==> src/rtl/div_pkg.sv <==
// rtl/div_pkg.sv - shared state encoding and width default for the divide sequencer
package div_pkg;

  localparam int DEF_WIDTH = 32;

  localparam logic [2:0] S_IDLE  = 3'd0;
  localparam logic [2:0] S_LOAD  = 3'd1;
  localparam logic [2:0] S_CHECK = 3'd2;
  localparam logic [2:0] S_ITER  = 3'd3;
  localparam logic [2:0] S_DONE  = 3'd4;

  typedef enum logic [2:0] {
    IDLE  = S_IDLE,
    LOAD  = S_LOAD,
    CHECK = S_CHECK,
    ITER  = S_ITER,
    DONE  = S_DONE
  } state_t;

endpackage

==> src/rtl/div_step.sv <==
// rtl/div_step.sv - one restoring shift/trial-subtract/select step on the {hi,lo} working register
module div_step
  import div_pkg::*;
#(
  parameter int WIDTH = DEF_WIDTH
) (
  input  logic [2*WIDTH-1:0] work_in,
  input  logic [WIDTH-1:0]   divisor,
  output logic [2*WIDTH-1:0] work_out
);

  logic [2*WIDTH-1:0] shifted;
  logic [WIDTH:0]     trial;

  always_comb begin
    shifted  = {work_in[2*WIDTH-2:0], 1'b0};
    trial    = {1'b0, shifted[2*WIDTH-1:WIDTH]} - {1'b0, divisor};
    work_out = shifted;
    // No borrow means the shifted remainder covers the divisor: keep the difference, emit a 1
    if (!trial[WIDTH]) begin
      work_out[2*WIDTH-1:WIDTH] = trial[WIDTH-1:0];
      work_out[0]               = 1'b1;
    end
  end

endmodule

==> src/rtl/divide_sequencer.sv <==
// rtl/divide_sequencer.sv - unsigned restoring divider FSM driving the divisor register load
module divide_sequencer
  import div_pkg::*;
#(
  parameter int WIDTH = DEF_WIDTH,
  parameter int CNT_W = 6
) (
  input  logic             clk,
  input  logic             rst,
  input  logic             start,
  input  logic [WIDTH-1:0] dividend,
  input  logic [WIDTH-1:0] divisor_value,
  output logic             div_wrctrl,
  output logic             busy,
  output logic             done,
  output logic             div_by_zero,
  output logic [WIDTH-1:0] quotient,
  output logic [WIDTH-1:0] remainder
);

  state_t             state_q, state_d;
  logic [2*WIDTH-1:0] work_q, work_d, step_next;
  logic [CNT_W-1:0]   cnt_q, cnt_d;
  logic [WIDTH-1:0]   quot_q, quot_d, rem_q, rem_d;
  logic               dbz_q, dbz_d;
  logic               busy_q, busy_d, done_q, done_d, wr_q, wr_d;

  div_step #(.WIDTH(WIDTH)) u_step (
    .work_in  (work_q),
    .divisor  (divisor_value),
    .work_out (step_next)
  );

  always_comb begin
    state_d = state_q;
    work_d  = work_q;
    cnt_d   = cnt_q;
    quot_d  = quot_q;
    rem_d   = rem_q;
    dbz_d   = dbz_q;
    case (state_q)
      IDLE: begin
        if (start) begin
          work_d  = {{WIDTH{1'b0}}, dividend};
          state_d = LOAD;
        end
      end
      LOAD: state_d = CHECK;
      CHECK: begin
        if (divisor_value == '0) begin
          quot_d  = '1;
          rem_d   = work_q[WIDTH-1:0];
          dbz_d   = 1'b1;
          state_d = DONE;
        end else begin
          dbz_d   = 1'b0;
          cnt_d   = '0;
          state_d = ITER;
        end
      end
      ITER: begin
        work_d = step_next;
        cnt_d  = cnt_q + CNT_W'(1);
        if (cnt_q == CNT_W'(WIDTH - 1)) begin
          quot_d  = step_next[WIDTH-1:0];
          rem_d   = step_next[2*WIDTH-1:WIDTH];
          state_d = DONE;
        end
      end
      DONE:    state_d = IDLE;
      default: state_d = IDLE;
    endcase
    // Outputs are registered from the next state so they line up with the state they describe
    busy_d = (state_d == LOAD) || (state_d == CHECK) || (state_d == ITER);
    done_d = (state_d == DONE);
    wr_d   = (state_d == LOAD);
  end

  always_ff @(posedge clk) begin
    if (rst) begin
      state_q <= IDLE;
      work_q  <= '0;
      cnt_q   <= '0;
      quot_q  <= '0;
      rem_q   <= '0;
      dbz_q   <= 1'b0;
      busy_q  <= 1'b0;
      done_q  <= 1'b0;
      wr_q    <= 1'b0;
    end else begin
      state_q <= state_d;
      work_q  <= work_d;
      cnt_q   <= cnt_d;
      quot_q  <= quot_d;
      rem_q   <= rem_d;
      dbz_q   <= dbz_d;
      busy_q  <= busy_d;
      done_q  <= done_d;
      wr_q    <= wr_d;
    end
  end

  assign div_wrctrl  = wr_q;
  assign busy        = busy_q;
  assign done        = done_q;
  assign div_by_zero = dbz_q;
  assign quotient    = quot_q;
  assign remainder   = rem_q;

endmodule

==> config.mk <==
export PLATFORM = sky130hd
export DESIGN_NAME = divide_sequencer
export DESIGN_NICKNAME = d
export VERILOG_FILES = /design/src/rtl/div_pkg.sv /design/src/rtl/div_step.sv /design/src/rtl/divide_sequencer.sv
export SDC_FILE = /design/constraint.sdc
export NUM_CORES = 1
export LEC_CHECK = 0
export ABC_AREA = 1
export BUFFER_PORTS_ARGS = -buffer_cell sky130_fd_sc_hd__buf_2
export CAP_MARGIN = 30
export CORE_UTILIZATION = 41
export DETAILED_ROUTE_END_ITERATION = 6
export PLACE_DENSITY_LB_ADDON = 0.3
export SLEW_MARGIN = 20
export SYNTH_ARGS = -nofsm -noshare
export SYNTH_HDL_FRONTEND = slang
export SYNTH_SLANG_ARGS = --single-unit
==> constraint.sdc <==
create_clock -name clk -period 4.9 [get_ports clk]
set_clock_uncertainty 0.2 [all_clocks]
set_input_delay 0.245 -clock clk [delete_from_list [all_inputs] [get_ports clk]]
set_output_delay 0.245 -clock clk [all_outputs]
set_load 0.05 [all_outputs]
==> flow_metrics.tcl <==
set metrics [dict create \
    relSlewSlack_pct 54.9 \
    cts.path.max_buffers 2 \
    synth_edf_count 0 \
    grt_first_pass_wirelength_um 43100 \
    power_switching_mw 0.824 \
    ir_worst_vdd_uv 234 \
    drtPass1Iterations 5 \
    ys_types 44 \
    via_per_inst 5.05 \
    synth-main-ff-cell "dfxtp_1" \
    final_cell_area_um2 10100 \
    timing.rr.end "work_q[48]$_SDFFE_PP0P_" \
    p_leak_nw 5.70 \
    ys_seq_area_share_pct 32.9 \
    synthesis.nets 1465 \
    grt_setup_unrepaired "false" \
    diodes 0 \
    worst_pin_slew_ns 0.677 \
    grt_max_degree 66 \
    syn_inst 1363 \
    multi_input_area_um2 4610 \
    crit_arrival_ns 3.20 \
    floorplan.die_area_um2 21400 \
    cts_made_buffers 17 \
    gr-total-overflow 0 \
    synth_seq_cells 140 \
    clkTransAtPathRegs_ns 0.06 \
    pin_count 135 \
    timing.rr.start "work_q[47]$_SDFFE_PP0P_" \
    critical_path_class "flop to flop" \
    grt_pass1_vias 8235 \
    yosysWarningCount 0 \
    synth-xor-area-share_pct 1.54 \
    drive_above_1_share_pct 13.8 \
    cp_top_family "simple AND/OR/NAND/NOR gates" \
    crit_path_end "work_q[48]$_SDFFE_PP0P_" \
    p_int_mw 2.13 \
    grt_antenna_before_repair 0 \
    fp-row-count 52 \
    nNetsFinal 1585 \
    postRouteAntennaNets 0 \
    synth-simple-area-share_pct 34.9 \
    power_density_nw_per_um2 292 \
    critPathLaunchType "flop" \
    worstPathMaxFanout 15 \
    synth_top_family_by_area "simple AND/OR/NAND/NOR gates" \
    cp.required_ns 5.07 \
    reg2reg_slack_ns 1.87 \
    cts_tree "done" \
    power_frac_seq_pct 42.1 \
    start_util_pct 42.0 \
    finalHoldViolations 0 \
    core_um2 20300 \
    cp_num_buf_inv 2 \
    critical_path.startpoint "work_q[47]$_SDFFE_PP0P_" \
    synthMuxAreaShare_pct 0 \
    port_buffers 134 \
    fmax_ghz 0.330 \
    syn_avg_cell_area_um2 6.26 \
    drt_wl_total_um 27400 \
    path_depth 12 \
    p_sw_share_pct 27.9 \
    combPwrFrac_pct 12.6 \
    fp.dieH_um 146 \
    syn_area_um2 8530 \
    drtIter0Drc 627 \
    track_usage_pct 25.9 \
    drc_errors 0 \
    critPathMaxStageDelay_ns 0.52 \
    tns_ns 0 \
    gp_congestion 0.930 \
    slew_viol_final 0 \
    cp_slowest_cell "a21oi_2" \
    regArea_um2 2800 \
    synthAdderAreaFrac_pct 5.22 \
    routedWlPerCell_um 15.5 \
    crit_chain "ha_1 -> nand2_1 -> nor2_2 -> nand2_1 -> nor4_4 -> nand2_4 -> a21oi_2 -> buf_6 -> nand2_1 -> nand3_1 -> nand2_1 -> inv_1" \
    power.share.clock_pct 45.3 \
    numClockSinks 140 \
    end_kind "flop" \
    root_buffer "clkbuf_16" \
    path_common_cell "nand2_1" \
    die_w_um 146 \
    cts_max_level 4 \
    insertion_delay_ns 0.43 \
    min-delay-path-class "input pin to flop" \
    routed-via-count 8911 \
    num-fill-cells 2149 \
    setup_viol 0 \
    cts_setup_buffers 0 \
    rr_worst_depth 12 \
    postPlaceCellArea_um2 9370 \
    synthToLayoutAreaGrowth_pct 18.7 \
    synth-compound-area-share_pct 12.2 \
    synthArstFlopShare_pct 0 \
    maxCapViolCount 0 \
    status "completed" \
    post-route-period-util_pct 61.8 \
    hpwl_um 20700 \
    period_minus_slack_ns 3.03 \
]
-- worst min-delay path by stage --
| stage | endpoint | cells past startpoint | slack (ns) | startpoint |
|---|---|---|---|---|
| after CTS | work_q[7]$_SDFFE_PP0P_ | 3 | 0.001 | dividend[7] |
| after global placement | work_q[33]$_SDFFE_PP0P_ | 2 | 0.27 | work_q[33]$_SDFFE_PP0P_ |
| final | work_q[17]$_SDFFE_PP0P_ | 3 | 0.004 | dividend[17] |
| after global routing | work_q[23]$_SDFFE_PP0P_ | 3 | 0.02 | dividend[23] |
| after floorplan | work_q[10]$_SDFFE_PP0P_ | 2 | 0.23 | dividend[10] |
| after detailed placement | div_by_zero$_SDFFE_PP0N_ | 2 | 0.28 | div_by_zero$_SDFFE_PP0N_ |
-- stage by stage --
step	cells	util, %	hold slack [ns]	setup WS, ns	power (mW)
final	1765	49.9	0.00371	1.87	2.95
after global routing	1765	49.9	0.0206	1.65	3.06
after CTS	1763	49.7	0.000970	1.64	2.96
after detailed placement	1721	46.2	0.282	1.65	1.62
after global placement	1720	46.1	0.274	1.71	1.62
after floorplan	1363	-	0.234	2.67	1.51
-- flip-flops by register name (all words and copies together) (netlist names) --
signal       count
done             1
work_q          63
quotient        32
busy             1
cnt_q            6
remainder       32
div_wrctrl       1
div_by_zero      1
state_q          3
-- power by group through the flow --
stage	registers [mW]	clock network, mW	logic [mW]
6_report	1.24	1.34	0.373
4_1_cts	1.24	1.35	0.368
3_3_place_gp	1.26	0	0.357
2_1_floorplan	1.26	0	0.245
5_1_grt	1.25	1.40	0.415
3_5_place_dp	1.27	0	0.358
-- cells by family after synthesis --
group | after synthesis
XOR/XNOR | 15
buffers and inverters | 287
AND/OR/NAND/NOR | 687
adder cells (fa/ha/maj) | 35
flip-flops | 140
AO/OA/AOI/OAI | 199
-- worst min-delay path: stages --
cell and delay, ns:
buf_2 0.08, nor3_1 0.04, nor4_1 0.19
-- final cells by class --
cell class                      instances  area share [%]
Multi-Input combinational cell        936            45.5
Sequential cell                       140            27.7
Timing Repair Buffer                  157            8.96
Inverter                              231            8.56
Clock buffer                           19            4.37
Tap cell                              270            3.34
Clock inverter                         12            1.61
-- Yosys cell counts, types with 2 or more instances --
cell type,count,area (um^2)
buf_4,4,30.0
buf_6,2,22.5
o21bai_1,4,30.0
nand3b_1,10,75.1
nand2_2,3,18.8
nor4_1,29,181
nand4_1,15,93.8
nor3_1,34,170
buf_2,16,80.1
a32oi_1,2,17.5
nand2_1,370,1390
or2_2,3,18.8
buf_1,2,7.51
xnor2_1,5,43.8
dfxtp_1,140,2800
clkbuf_1,32,120
and2_1,6,37.5
inv_2,10,37.5
xor2_1,10,87.6
o21ai_0,73,365
nor2_2,4,25.0
inv_1,220,826
nand3_1,89,445
ha_1,34,425
a21oi_1,112,561
nor2_1,116,435
-- cells in the final DEF (no fill, tap or decap), types with 5 or more instances in the layout --
cell	synthesis	routed
nand2_1	370	369
inv_1	220	220
dfxtp_1	140	140
buf_2	16	134
nor2_1	116	115
a21oi_1	112	112
nand3_1	89	89
o21ai_0	73	73
nor3_1	34	34
ha_1	34	34
nor4_1	29	29
clkbuf_16	0	17
nand4_1	15	15
inv_2	10	11
dlygate4sd3_1	0	11
nand3b_1	10	10
xor2_1	10	10
buf_4	4	9
and2_1	6	6
xnor2_1	5	5
nor2_2	4	5
-- metal layers --
metal / vias to the layer above / GRT usage, % / wire, um
li1: 4562 / - / -
met1: 4001 / 34.5 / 12400
met2: 305 / 40.9 / 12300
met3: 43 / 4.66 / 1800
met4: 0 / 11.1 / 877
met5: - / 0 / 0
-- timing repair --
action                                 4_1_cts  5_1_grt
resized for setup                            0        0
setup endpoints to repair                    0        0
hold buffers                                11        0
endpoints found under the hold margin       11        0
Power figures use the tool's default switching activity.
